**config.mk**
```make
export PLATFORM = sky130hd
export DESIGN_NAME = wb_queue
export DESIGN_NICKNAME = d
export VERILOG_FILES = /design/src/rtl/wb_queue.sv
export SDC_FILE = /design/constraint.sdc
export NUM_CORES = 1
export LEC_CHECK = 0
export BUFFER_PORTS_ARGS = -buffer_cell sky130_fd_sc_hd__buf_4
export CORE_ASPECT_RATIO = 0.8
export CORE_MARGIN = 3
export CORE_UTILIZATION = 55
export DETAILED_ROUTE_END_ITERATION = 16
export PLACE_DENSITY = 0.77
export SYNTH_ARGS = -nofsm -noshare
export SYNTH_HDL_FRONTEND = slang
export SYNTH_SLANG_ARGS = --single-unit
```
**constraint.sdc**
```tcl
create_clock -name clk -period 16.2 [get_ports clk]
set_input_delay 4.86 -clock clk [delete_from_list [all_inputs] [get_ports clk]]
set_output_delay 4.86 -clock clk [all_outputs]
set_load 0.03 [all_outputs]
```
**src/rtl/wb_queue.sv**
```systemverilog
// Writeback queue between multicycle producers and the integer register file write port.
// Drains one entry per cycle when the port is free and forwards the newest queued value to the read stage.
module wb_queue #(
  parameter int DEPTH = 4,
  parameter int XLEN  = 32
) (
  input  logic                     clk,
  input  logic                     rst,
  input  logic                     in_valid,
  output logic                     in_ready,
  input  logic [4:0]               in_rd,
  input  logic [XLEN-1:0]          in_data,
  input  logic                     wb_en,
  output logic                     wr,
  output logic [4:0]               rd,
  output logic [XLEN-1:0]          rd_data,
  input  logic [4:0]               rs1,
  input  logic [4:0]               rs2,
  output logic                     rs1_pending,
  output logic [XLEN-1:0]          rs1_fwd,
  output logic                     rs2_pending,
  output logic [XLEN-1:0]          rs2_fwd,
  output logic                     empty,
  output logic [$clog2(DEPTH):0]   count
);

  localparam int AW = $clog2(DEPTH);
  localparam int CW = AW + 1;
  localparam logic [CW-1:0] FULL = CW'(DEPTH);

  // Handshake: a push completes at a rising edge where in_valid && in_ready;
  // in_ready depends only on registered occupancy, and a pop completes where wr is high.
  logic [4:0]      ent_rd   [DEPTH];
  logic [XLEN-1:0] ent_data [DEPTH];
  logic [AW-1:0]   head;
  logic [AW-1:0]   tail;
  logic            push;
  logic            enq;
  logic            pop;

  assign in_ready = (count < FULL);
  assign empty    = (count == '0);
  assign push     = in_valid && in_ready;
  // Writes to x0 complete the handshake but never occupy an entry.
  assign enq      = push && (in_rd != 5'd0);
  assign wr       = wb_en && !empty;
  assign pop      = wr;

  always_comb begin
    rd      = '0;
    rd_data = '0;
    if (wr) begin
      rd      = ent_rd[head];
      rd_data = ent_data[head];
    end
  end

  // Walk from oldest to newest so the last match (closest to tail) wins.
  function automatic logic [XLEN:0] lookup(input logic [4:0] rs);
    logic [XLEN:0] r;
    logic [AW-1:0] idx;
    r = '0;
    for (int i = 0; i < DEPTH; i++) begin
      idx = head + AW'(i);
      if ((CW'(i) < count) && (rs != 5'd0) && (ent_rd[idx] == rs))
        r = {1'b1, ent_data[idx]};
    end
    return r;
  endfunction

  always_comb begin
    {rs1_pending, rs1_fwd} = lookup(rs1);
    {rs2_pending, rs2_fwd} = lookup(rs2);
  end

  always_ff @(posedge clk or posedge rst) begin
    if (rst) begin
      head  <= '0;
      tail  <= '0;
      count <= '0;
    end else begin
      if (enq) tail <= tail + AW'(1);
      if (pop) head <= head + AW'(1);
      case ({enq, pop})
        2'b10:   count <= count + CW'(1);
        2'b01:   count <= count - CW'(1);
        default: count <= count;
      endcase
    end
  end

  // Entry storage is not reset; occupancy alone decides which entries are live.
  always_ff @(posedge clk) begin
    if (enq) begin
      ent_rd[tail]   <= in_rd;
      ent_data[tail] <= in_data;
    end
  end

endmodule

```
==> Word-level counts from Yosys, hierarchy flattened <==
Memory sizes are Yosys's and may differ from the RTL's.
Index checks and enable logic that the tools add are counted.
{ "word_totals": {"register_bits": 7, "ram_bits": 148, "in_bits": 51, "output_inout_bits": 109, "elab_cells": 64, "memories": 2} }
{ "op_classes": {"n_addsub": 6, "magnitude_cmp": 5, "eq_ne": 10, "muxes": 13, "reduce_logical": 25} }
{ "mem_list": {"columns": ["name", "words", "word_bits", "read_ports", "rd_clocked_by_memory_dff", "write_ports", "line", "source"], "rows": [
  ["ent_data", 4, 32, 4, 0, 1, "34", "logic [XLEN-1:0] ent_data [DEPTH];"],
  ["ent_rd", 4, 5, 4, 0, 1, "33", "logic [4:0] ent_rd [DEPTH];"]
]} }
{ "op_table": {"columns": ["operator", "count"], "rows": [
  ["2-to-1 mux 33 bit", 8],
  ["== test 5 bit", 8],
  ["2-to-1 mux 32 bit", 1],
  ["logical AND 1 bit", 19],
  ["nonzero test 5 bit", 3],
  ["< comparator 1 x 3 -> 1 bit, first input constant", 2],
  ["< comparator 2 x 3 -> 1 bit, first input constant", 2],
  ["one-hot mux 3 bit (2 select lines)", 1],
  ["2-to-1 mux 5 bit", 1],
  ["adder 2 x 1 -> 2 bit, second input constant", 2],
  ["adder 2 bit, second input constant", 2],
  ["adder 3 x 1 -> 3 bit, second input constant", 1],
  ["logical NOT 3 bit", 1],
  ["< comparator 3 bit, second input constant", 1],
  ["subtractor 3 x 1 -> 3 bit, second input constant", 1],
  ["== test 2 x 1 -> 1 bit, second input constant", 1],
  ["== test 2 bit, second input constant", 1],
  ["2-to-1 mux 1 bit", 2],
  ["nonzero test 2 bit", 1],
  ["logical NOT 1 bit", 1]
]} }

==> Logic depth before layout (Yosys ltp) <==
Gate-level depths: netlist of run 1.
{ "logic_depth": {"ltp_word": 7, "mapped_depth": 12, "ltp_nobuf": 9} }

==> Worst setup path after synthesis of run 1 <==
Ideal clock, no wire load.
{ "synth_timing": {"path_type": "in2out", "from": "in rs1[1]", "to": "out rs1_fwd[0]", "t_arrival_ns": 7.222, "required_time_ns": 11.340, "path_slack_ns": 4.118, "stages": 9, "path_buffers": 3, "path_cell_list": "clkbuf_1 or4_1 nor2_1 and3b_1 o211ai_1 clkbuf_1 clkbuf_1 a31oi_1 o221ai_1"} }
{ "synth_between": {"elab_chain_len": 7, "word_cells_on_any_way": 17, "cone_classes": "eq/ne (4); mux (4); reduce/logical (9)"} }
{ "synth_rtl": {"columns": ["item", "line", "source"], "rows": [
  ["start, declared", "17", "input logic [4:0] rs1,"],
  ["nonzero test 5 bit", "65", "if ((CW'(i) < count) && (rs != 5'd0) && (ent_rd[idx] == rs))"],
  ["logical AND 1 bit (2 in a row)", "65", null],
  ["2-to-1 mux 33 bit (3 in a row)", "65", null],
  ["2-to-1 mux 33 bit (*)", "65", null],
  ["end, declared", "20", "output logic [XLEN-1:0] rs1_fwd,"]
]} }
Mark *: on every way between the ends. The rest lies on a longest branch, timed or not.

==> Worst setup path in the final report of run 1 <==
{ "layout_timing": {"from": "in rs1[1]", "to": "out rs1_pending"} }
{ "layout_between": {"elab_chain_len": 7, "word_cells_on_any_way": 17, "cone_classes": "eq/ne (4); mux (4); reduce/logical (9)"} }
{ "layout_rtl": {"columns": ["item", "line", "source"], "rows": [
  ["nonzero test 5 bit", "65", null],
  ["logical AND 1 bit (2 in a row)", "65", null],
  ["2-to-1 mux 33 bit (3 in a row)", "65", null],
  ["2-to-1 mux 33 bit (*)", "65", null],
  ["end, declared", "19", "output logic rs1_pending,"]
]} }
Marked as above.

==> impl_metrics.yaml, run 1 <==
clock_network:
  cts.htree.levels: 4
  clockRootBuffer: "clkbuf_16"
  cts_resized: 0
  cts_tree: "yes"
  hold_buffers: 0
  clock-sinks: 155
  clock_latency_ps: 430
  cts_buffers: 17
  clk_pin_slew_ps: 60
  clock_path_buffers: 2
  post-cts-setup-buffers: 0
drt:
  drt_pass1_iterations: 5
  vias: 9163
  totalWireLength_um: 30500
  vias_per_cell: 6.22
  drt.antenna.violating_nets: 0
  post-route-drc-count: 0
  wl_per_cell_um: 20.7
  initialDrtViolationCount: 1012
synth:
  async_flop_share_pct: 4.52
  synth-seq-cells: 155
  synth_area_um2: 11300
  yosysWarnings: 0
  netlist_instances: 1106
  ys_seq_area_share_pct: 40.8
  avgSynthCellArea_um2: 10.2
  ys_types: 50
  synth-edff-count: 148
  syn-num-nets: 1166
  synthFlopType: "edfxtp_1"
sta:
  skew_ps: 8.50
  setup_viol_count_final: 0
  whs_ps: 658
  rsz0062_at_grt: "false"
  setup_tns_ps: 0
  fin_crit_sh_pct: 79.6
  tightest_slew_ps: 1190
  max_clock_freq_mhz: 77.6
  period_minus_slack_ps: 12890
  relSlewSlack_pct: 20.9
  final_hold_viol_count: 0
  drv_slew: 0
layout:
  area_delta_synth_final_pct: 16.1
  nets: 1257
  nFillCells: 1543
  drive_above_1_share_pct: 24.5
  insertedDiodeCount: 0
  utilization_pct: 65.5
floorplanning:
  die-area_um2: 22300
  die_w_um: 166
  row_count: 46
  pin_count: 160
  core_area_um2: 20000
  start_util_pct: 56.5
  die_h_um: 134
outcome:
  status: "finished clean"
power_and_ir_drop:
  power_density_nw_per_um2: 193
  vdd.ir_drop.worst_v: 0.000120
  total_leakage_power_nw: 5.33
  power_mw: 2.53
job:
  max_cap_viol_count: 0
worst_hold_path:
  worstHoldPathType: "register to register"
  hold_start: "count[1]"
critical_path:
  critical_path_class: "input pin to output port"
  crit_path_end_kind: "output port"
  cp.required_ps: 11340
  crit_buf_inv: 3
  critical-path-max-stage-delay_ps: 790
  cp.arrival_ps: 8030
  cp-startpoint: "rs1[1]"
  slowest_stage: "or2_2"
  rr_startpoint: "head[0]"
  start_kind: "input pin"
  cp_max_fo: 65
  cp_top_family: "simple AND/OR/NAND/NOR gates"
  crit_top_cell: "buf_4"
  crit_chain: "buf_4, or4_1, nor2_1, nor2_1, mux2i_1, nor4_2, buf_4, or2_2, or3b_1, buf_4"
grt:
  grtUsageTotal_pct: 26.4
  grt_max_degree: 86
  grt_antenna_before_repair: 0
  grt_pass1_vias: 8585
  grt_pass1_wl_um: 46700
  gr-total-overflow: 0
placed_design:
  dp_hpwl_um: 19300
  gp_congestion: 0.914
  port_buffers: 159
## cell families (layout without fill, tap and decap cells)
logic type	count (synthesis)	in the layout	share of synthesized area (%)
xor+xnor	47	47	3.64
compound gates	209	209	13.2
buf+inv	110	214	4.66
mux	230	230	21.9
fa+ha+maj	9	9	0.996
simple gates	346	346	14.7
flops	155	155	40.8
## cell usage after synthesis (all sizes together), types with 28 or more instances
cell    number  area share (%)
nor2b       34             1.9
clkbuf      48             1.6
a21oi       66             2.9
a31oi       34             1.9
and3b       33             2.6
o221ai      32             4.1
nand2      109             3.6
o21ai       38             1.7
mux2i      181              16
edfxtp     148              39
buf         49             2.6
nor2       137             4.5
mux2        40             4.0
xnor2       28             2.2
a211oi      33             2.2
## layer usage
| metal | global-route usage (%) | routed length, um | vias up |
|---|---|---|---|
| met5 | 0 | 0 | - |
| met4 | 7.01 | 543 | 0 |
| met3 | 5.89 | 2790 | 52 |
| met2 | 42.4 | 14000 | 485 |
| met1 | 36.7 | 13100 | 4369 |
| li1 | - | - | 4257 |
## cells in the final DEF (no fill, tap or decap), drive strengths merged, types with 3 or more instances in the layout
cell type,synthesis,final
a21oi,66,66
clkbuf,48,19
bufinv,0,5
and3b,33,33
a31oi,34,34
mux2,40,40
edfxtp,148,148
o221ai,32,32
mux4,9,9
ha,9,9
nor4,3,3
and3,5,5
xnor2,28,28
and2,5,5
buf,49,169
xor2,19,19
nand2,109,109
inv,13,14
nor2b,34,34
nor2,137,137
mux2i,181,181
clkinv,0,7
o21ai,38,38
dfrtp,7,7
nor3,6,6
a211oi,33,33
## stage by stage
stage,setup WS (ps),cells,instance area [um^2]
floorplan,4120,1106,11300
global placement,3430,1442,12500
detailed placement,3360,1442,12500
CTS,3330,1474,13100
global route,3180,1474,13100
finish,3310,1474,13100
## path summary, 6_finish.rpt
path | end | slack [ps] | cells past startpoint
setup / recovery | rs1_pending | 3310 | 10
hold / removal | count[1] | 660 | 2
setup reg to reg | head[1] | 13230 | 5
hold reg to reg | count[1] | 660 | 2
max in group asynchronous | head[0] | 11530 | 2
min in group asynchronous | count[0] | 4390 | 2
## layout make-up
type | instances | area, um^2 | share of cell area (%)
clock inverters | 13 | 196 | 1.50
multi-input cells | 841 | 6220 | 47.4
inverters | 13 | 51.3 | 0.391
well taps | 264 | 330 | 2.52
repair buffers | 169 | 1270 | 9.66
clock buffers | 19 | 433 | 3.30
flip-flops and latches | 155 | 4630 | 35.2
## sequential cells by signal, indices dropped and copies added (netlist names)
name,cells
count,3
ent_rd,20
ent_data,128
tail,2
head,2
## worst min-delay path, delay by kind of cell, from the launching register on
| kind | cells | cell delay (ps) |
|---|---|---|
| compound gates | 1 | 60 |
| simple gates | 1 | 80 |
| flops | 1 | 480 |
## power breakdown
part | internal [mW] | total [mW] | switching (mW)
logic | 0.584 | 1.53 | 0.944
clock network | 0.272 | 0.430 | 0.158
registers | 0.506 | 0.575 | 0.0696
Power figures use the tool's default switching activity.
==> run 2, diff against run 1 <==
==> constraint.sdc (replaced) <==
create_clock -name clk -period 12.77 [get_ports clk]
set_input_delay 3.831 -clock clk [delete_from_list [all_inputs] [get_ports clk]]
set_output_delay 3.831 -clock clk [all_outputs]
set_load 0.03 [all_outputs]
==> run 2 against run 1 <==
Against the previous run: global-route usage up 0.58 points; worst setup slack got worse by 1300 ps; clock skew decreased by 0.74 ps.
==> impl_metrics.yaml, run 2 (same netlist as run 1, synthesis figures left out) <==
sta:
  setup_tns_ps: 0
  period_minus_slack_ps: 10790
  tightest_slew_ps: 1220
  setup_viol_count_final: 0
  relSlewSlack_pct: 18.9
  rsz0062_at_grt: "false"
  fin_crit_sh_pct: 84.5
  skew_ps: 7.76
  final_hold_viol_count: 0
  max_clock_freq_mhz: 92.6
  drv_slew: 0
critical_path:
  ff2ff_setup_slack_ps: 10130
  start_kind: "input pin"
  crit_path_end_kind: "output port"
  cp.arrival_ps: 6960
  rr_startpoint: "count[2]"
  slowest_stage: "nor2b_4"
  ff2ff_path_depth: 7
  cp-startpoint: "rs2[0]"
  crit_chain: "buf_4, nor4_1, nand2_1, nand4_1, buf_4, nor2b_4, a21oi_1, a211oi_1, buf_4"
  cp.required_ps: 8940
  endpoint: "rs2_fwd[22]"
  critical_path_class: "input pin to output port"
  cp_max_fo: 34
  crit_top_cell: "buf_4"
  critical-path-max-stage-delay_ps: 890
  worstReg2RegEnd: "count[2]"
clock_network:
  cts.htree.levels: 4
  clk_pin_slew_ps: 60
  clockRootBuffer: "clkbuf_16"
  clock_path_buffers: 2
  cts_buffers: 17
  clock_latency_ps: 430
  cts_tree: "yes"
  hold_buffers: 0
  cts_resized: 0
  clock-sinks: 155
  post-cts-setup-buffers: 0
grt:
  grt_pass1_vias: 8813
  grt_pass1_wl_um: 48000
  grt_antenna_before_repair: 0
  gr-total-overflow: 0
  grtUsageTotal_pct: 27.0
  grt_max_degree: 76
drt:
  post-route-drc-count: 0
  vias_per_cell: 6.17
  wl_per_cell_um: 20.8
  totalWireLength_um: 30600
  drt_pass1_iterations: 5
  initialDrtViolationCount: 925
  drt.antenna.violating_nets: 0
  vias: 9092
layout:
  drive_above_1_share_pct: 24.5
  nFillCells: 1553
  insertedDiodeCount: 0
  multi_input_area_um2: 6220
  top_register: "ent_data"
  nets: 1257
  reg.largest.list: "ent_data x128, ent_rd x20, count x3"
  largest_reg_flops: 128
  regArea_um2: 4630
  area_delta_synth_final_pct: 16.1
  final_common_cell: "mux2i_1"
  mostFrequentLayoutCells: "179 x mux2i_1, 169 x buf_4, 148 x edfxtp_1"
floorplanning:
  pin_count: 160
  die_w_um: 166
  die_h_um: 134
  row_count: 46
  start_util_pct: 56.5
  core_area_um2: 20000
  die-area_um2: 22300
placed_design:
  gp_congestion: 0.918
  dp_hpwl_um: 19500
  port_buffers: 159
job:
  max_cap_viol_count: 0
power_and_ir_drop:
  power_mw: 3.21
  total_leakage_power_nw: 5.31
  power_density_nw_per_um2: 244
  vdd.ir_drop.worst_v: 0.000152
outcome:
  status: "finished clean"
worst_hold_path:
  worstHoldPathType: "register to register"
## run 2: worst min path at each step
stage,endpoint,cells past startpoint,from
4_1_cts,count[1],2,count[1]
5_1_grt,count[1],2,count[1]
6_report,count[0],1,count[0]
2_1_floorplan,tail[1],2,tail[1]
3_5_place_dp,count[0],1,count[0]
3_3_place_gp,count[1],2,count[1]
## run 2: stage by stage
step	hold slack [ps]	utilization, %	cell area (um^2)	instances	worst slack, ps
after global placement	611	62.4	12500	1442	2090
final	634	65.5	13100	1474	1980
after floorplan	580	-	11300	1106	2750
after global routing	673	65.5	13100	1474	1900
after detailed placement	624	62.4	12500	1442	2080
after CTS	636	65.5	13100	1474	2070
## run 2: critical path, delay by kind of cell
| kind | cells | cell delay (ps) |
|---|---|---|
| buffers and inverters | 3 | 820 |
| AND/OR/NAND/NOR | 4 | 1650 |
| AO/OA/AOI/OAI | 2 | 650 |
## run 2: routing by layer
| metal | part of all wire (%) | GRT usage (%) | vias to the layer above |
|---|---|---|---|
| li1 | - | - | 4257 |
| met3 | 8.3 | 5.45 | 53 |
| met2 | 47 | 43.1 | 401 |
| met5 | 0 | 0 | - |
| met1 | 43 | 37.2 | 4381 |
| met4 | 2.3 | 9.30 | 0 |
## run 2: report_power, final
group | internal (mW) | switching, mW | total, mW
registers | 0.641 | 0.0871 | 0.728
logic | 0.741 | 1.20 | 1.94
clock network | 0.329 | 0.211 | 0.540
total | 1.71 | 1.50 | 3.21
## run 2: final cells by class
| cell class | count | area share (%) |
|---|---|---|
| multi-input cells | 841 | 47.4 |
| clock inverters | 13 | 1.47 |
| clock buffers | 19 | 3.30 |
| repair buffers | 169 | 9.67 |
| flip-flops and latches | 155 | 35.3 |
| inverters | 13 | 0.391 |
| well taps | 264 | 2.52 |
==> run 3, diff against run 2 <==
--- a/config.mk
+++ b/config.mk
@@ -5,12 +5,13 @@
 export SDC_FILE = /design/constraint.sdc
 export NUM_CORES = 1
 export LEC_CHECK = 0
+export ABC_AREA = 1
 export BUFFER_PORTS_ARGS = -buffer_cell sky130_fd_sc_hd__buf_4
 export CORE_ASPECT_RATIO = 0.8
 export CORE_MARGIN = 3
-export CORE_UTILIZATION = 55
+export CORE_UTILIZATION = 54
 export DETAILED_ROUTE_END_ITERATION = 16
-export PLACE_DENSITY = 0.77
+export PLACE_DENSITY = 0.78
 export SYNTH_ARGS = -nofsm -noshare
 export SYNTH_HDL_FRONTEND = slang
 export SYNTH_SLANG_ARGS = --single-unit
==> constraint.sdc (replaced) <==
create_clock -name clk -period 9.9 [get_ports clk]
set_input_delay 2.97 -clock clk [delete_from_list [all_inputs] [get_ports clk]]
set_output_delay 2.97 -clock clk [all_outputs]
set_load 0.03 [all_outputs]
==> run 3 against run 2 <==
Against the previous run: synthesized cell count up 70%; sequential share of layout area down 2.0 points; cell area up 6.1%; combinational power up 73%; register-to-register slack worse by 3100 ps; core utilization down 1.9 points; via count up 39%; cell count up 54%; largest cell class unchanged; largest power group unchanged.
==> impl_metrics.yaml, run 3 <==
sta:
  final_hold_viol_count: 0
  fin_crit_sh_pct: 86.7
  relSlewSlack_pct: 28.0
  setup_tns_ps: 0
  period_minus_slack_ps: 8590
  drv_slew: 0
  max_clock_freq_mhz: 116
  tightest_slew_ps: 1080
  setup_viol_count_final: 0
  skew_ps: 11.3
  rsz0062_at_grt: "false"
layout:
  reg.largest.list: "ent_data x128, ent_rd x20, count x3"
  drive_above_1_share_pct: 12.3
  insertedDiodeCount: 0
  mostFrequentLayoutCells: "656 x nand2_1, 261 x nor2_1, 217 x o21ai_0"
  top_register: "ent_data"
  largest_reg_flops: 128
  area_delta_synth_final_pct: 14.6
  final_common_cell: "nand2_1"
  utilization_pct: 63.7
  nets: 2010
grt:
  grt_pass1_vias: 11300
  grt_max_degree: 101
  grtUsageTotal_pct: 28.9
  grt_antenna_before_repair: 0
  gr-total-overflow: 0
  grt_pass1_wl_um: 57100
synth:
  syn-num-nets: 1941
  ys_seq_area_share_pct: 38.0
  synthMuxAreaShare_pct: 0
  ys_types: 30
  yosysWarnings: 0
  avgSynthCellArea_um2: 6.46
  synth_most_common_cell: "nand2_1"
  yosysTopAreaCell: "edfxtp_1"
  synthSimpleGateAreaFrac_pct: 38.1
  synth_top_area_share_pct: 36.6
  synth_area_um2: 12100
  synth_top_family_by_area: "simple AND/OR/NAND/NOR gates"
  synth-edff-count: 148
  synth-xor-area-share_pct: 0.793
  synth_compound_area_share_pct: 11.7
  netlist_instances: 1881
  synthFlopType: "edfxtp_1"
  synth_top_cells_by_area: "edfxtp_1 37%, nand2_1 20%, o21ai_0 8.9%"
  async_flop_share_pct: 4.52
  synth-seq-cells: 155
  synth_fa_ha_area_share_pct: 0.927
  synth_top_cells_by_count: "657 x nand2_1, 266 x nor2_1, 217 x o21ai_0"
clock_network:
  cts_tree: "yes"
  hold_buffers: 0
  cts.htree.levels: 4
  clock-sinks: 155
  cts_buffers: 17
  clock_latency_ps: 430
  post-cts-setup-buffers: 0
  clock_path_buffers: 2
  cts_resized: 0
  clockRootBuffer: "clkbuf_16"
  clk_pin_slew_ps: 70
critical_path:
  critical_path_class: "input pin to output port"
  start_kind: "input pin"
  cp.required_ps: 6930
  cp_max_fo: 33
  cp.arrival_ps: 5620
  crit_path_end_kind: "output port"
drt:
  initialDrtViolationCount: 1707
  vias_per_cell: 5.57
  drt.antenna.violating_nets: 0
  vias: 12600
  post-route-drc-count: 0
  wl_per_cell_um: 15.9
  drt_pass1_iterations: 6
  totalWireLength_um: 36100
worst_hold_path:
  worstHoldPathType: "register to register"
floorplanning:
  start_util_pct: 55.6
  die_w_um: 174
  pin_count: 160
  die-area_um2: 24300
  row_count: 48
  core_area_um2: 21900
  die_h_um: 140
job:
  max_cap_viol_count: 0
placed_design:
  port_buffers: 159
  dp_hpwl_um: 23100
  gp_congestion: 0.928
power_and_ir_drop:
  total_leakage_power_nw: 6.56
  power_mw: 4.98
  power_density_nw_per_um2: 358
  vdd.ir_drop.worst_v: 0.000259
outcome:
  status: "finished clean"
-- run 3: changes by cell type after synthesis, moves of 33 or more --
cell,delta
inv_1,+149
o21ai_0,+180
a21oi_1,-63
and3b_1,-33
nor2_1,+129
buf_2,+41
a31oi_1,-34
o21ai_1,+52
a211oi_1,-33
nand3_1,+125
nand2_1,+548
nand4_1,+64
mux2_2,-40
mux2i_1,-179
-- run 3: routing by layer --
metal | global-route usage [%] | share of wire, %
met5 | 0 | 0
met4 | 8.33 | 1.7
met3 | 5.09 | 10
met2 | 47.4 | 45
met1 | 39.6 | 43
-- run 3: cell type report --
class	instances	area, um^2
well taps	300	375
multi-input cells	1429	6350
clock inverters	15	173
flip-flops and latches	155	4630
repair buffers	179	1340
fillers	2019	7940
inverters	168	631
clock buffers	17	425
-- run 3: critical path: stages --
cell and delay [ps]:
buf_4 110, inv_1 80, nand3_1 130, nor2b_1 150, nand2_1 90, nor2_4 100
buf_4 420, nand3_2 790, nand2_1 300, nand3_1 100, nand2_1 100, nand2_1 80
buf_4 170
-- run 3: final timing paths --
path | startpoint | to | cells past startpoint | slack [ps]
worst max-delay path | rs2[4] | rs2_fwd[18] | 13 | 1310
worst min-delay path | count[1] | count[1] | 2 | 570
worst max register to register | head[0] | head[1] | 4 | 7010
worst min register to register | count[1] | count[1] | 2 | 570
max in group asynchronous | rst | head[0] | 2 | 7160
min in group asynchronous | rst | head[1] | 2 | 2480
-- run 3: cells by family (layout without fill, tap and decap cells) --
logic type / after synthesis / in the layout
AO/OA/AOI/OAI: 277 / 277
XOR/XNOR: 11 / 11
adder cells (fa/ha/maj): 9 / 9
flip-flops: 155 / 155
buffers and inverters: 297 / 379
AND/OR/NAND/NOR: 1132 / 1132
-- run 3: metrics by stage --
step                instance area [um^2]  cells  worst slack (ps)  hold WS [ps]
global placement                   13300   2231              1470           530
floorplan                          12100   1881              2750           557
detailed placement                 13300   2231              1420           554
finish                             13900   2263              1310           571
CTS                                13900   2263              1420           574
global route                       13900   2263              1010           599
-- run 3: where the power goes --
group          total (mW)  switching [mW]  internal, mW
logic                3.36            2.43         0.932
registers           0.951           0.120         0.831
clock network       0.673           0.276         0.397
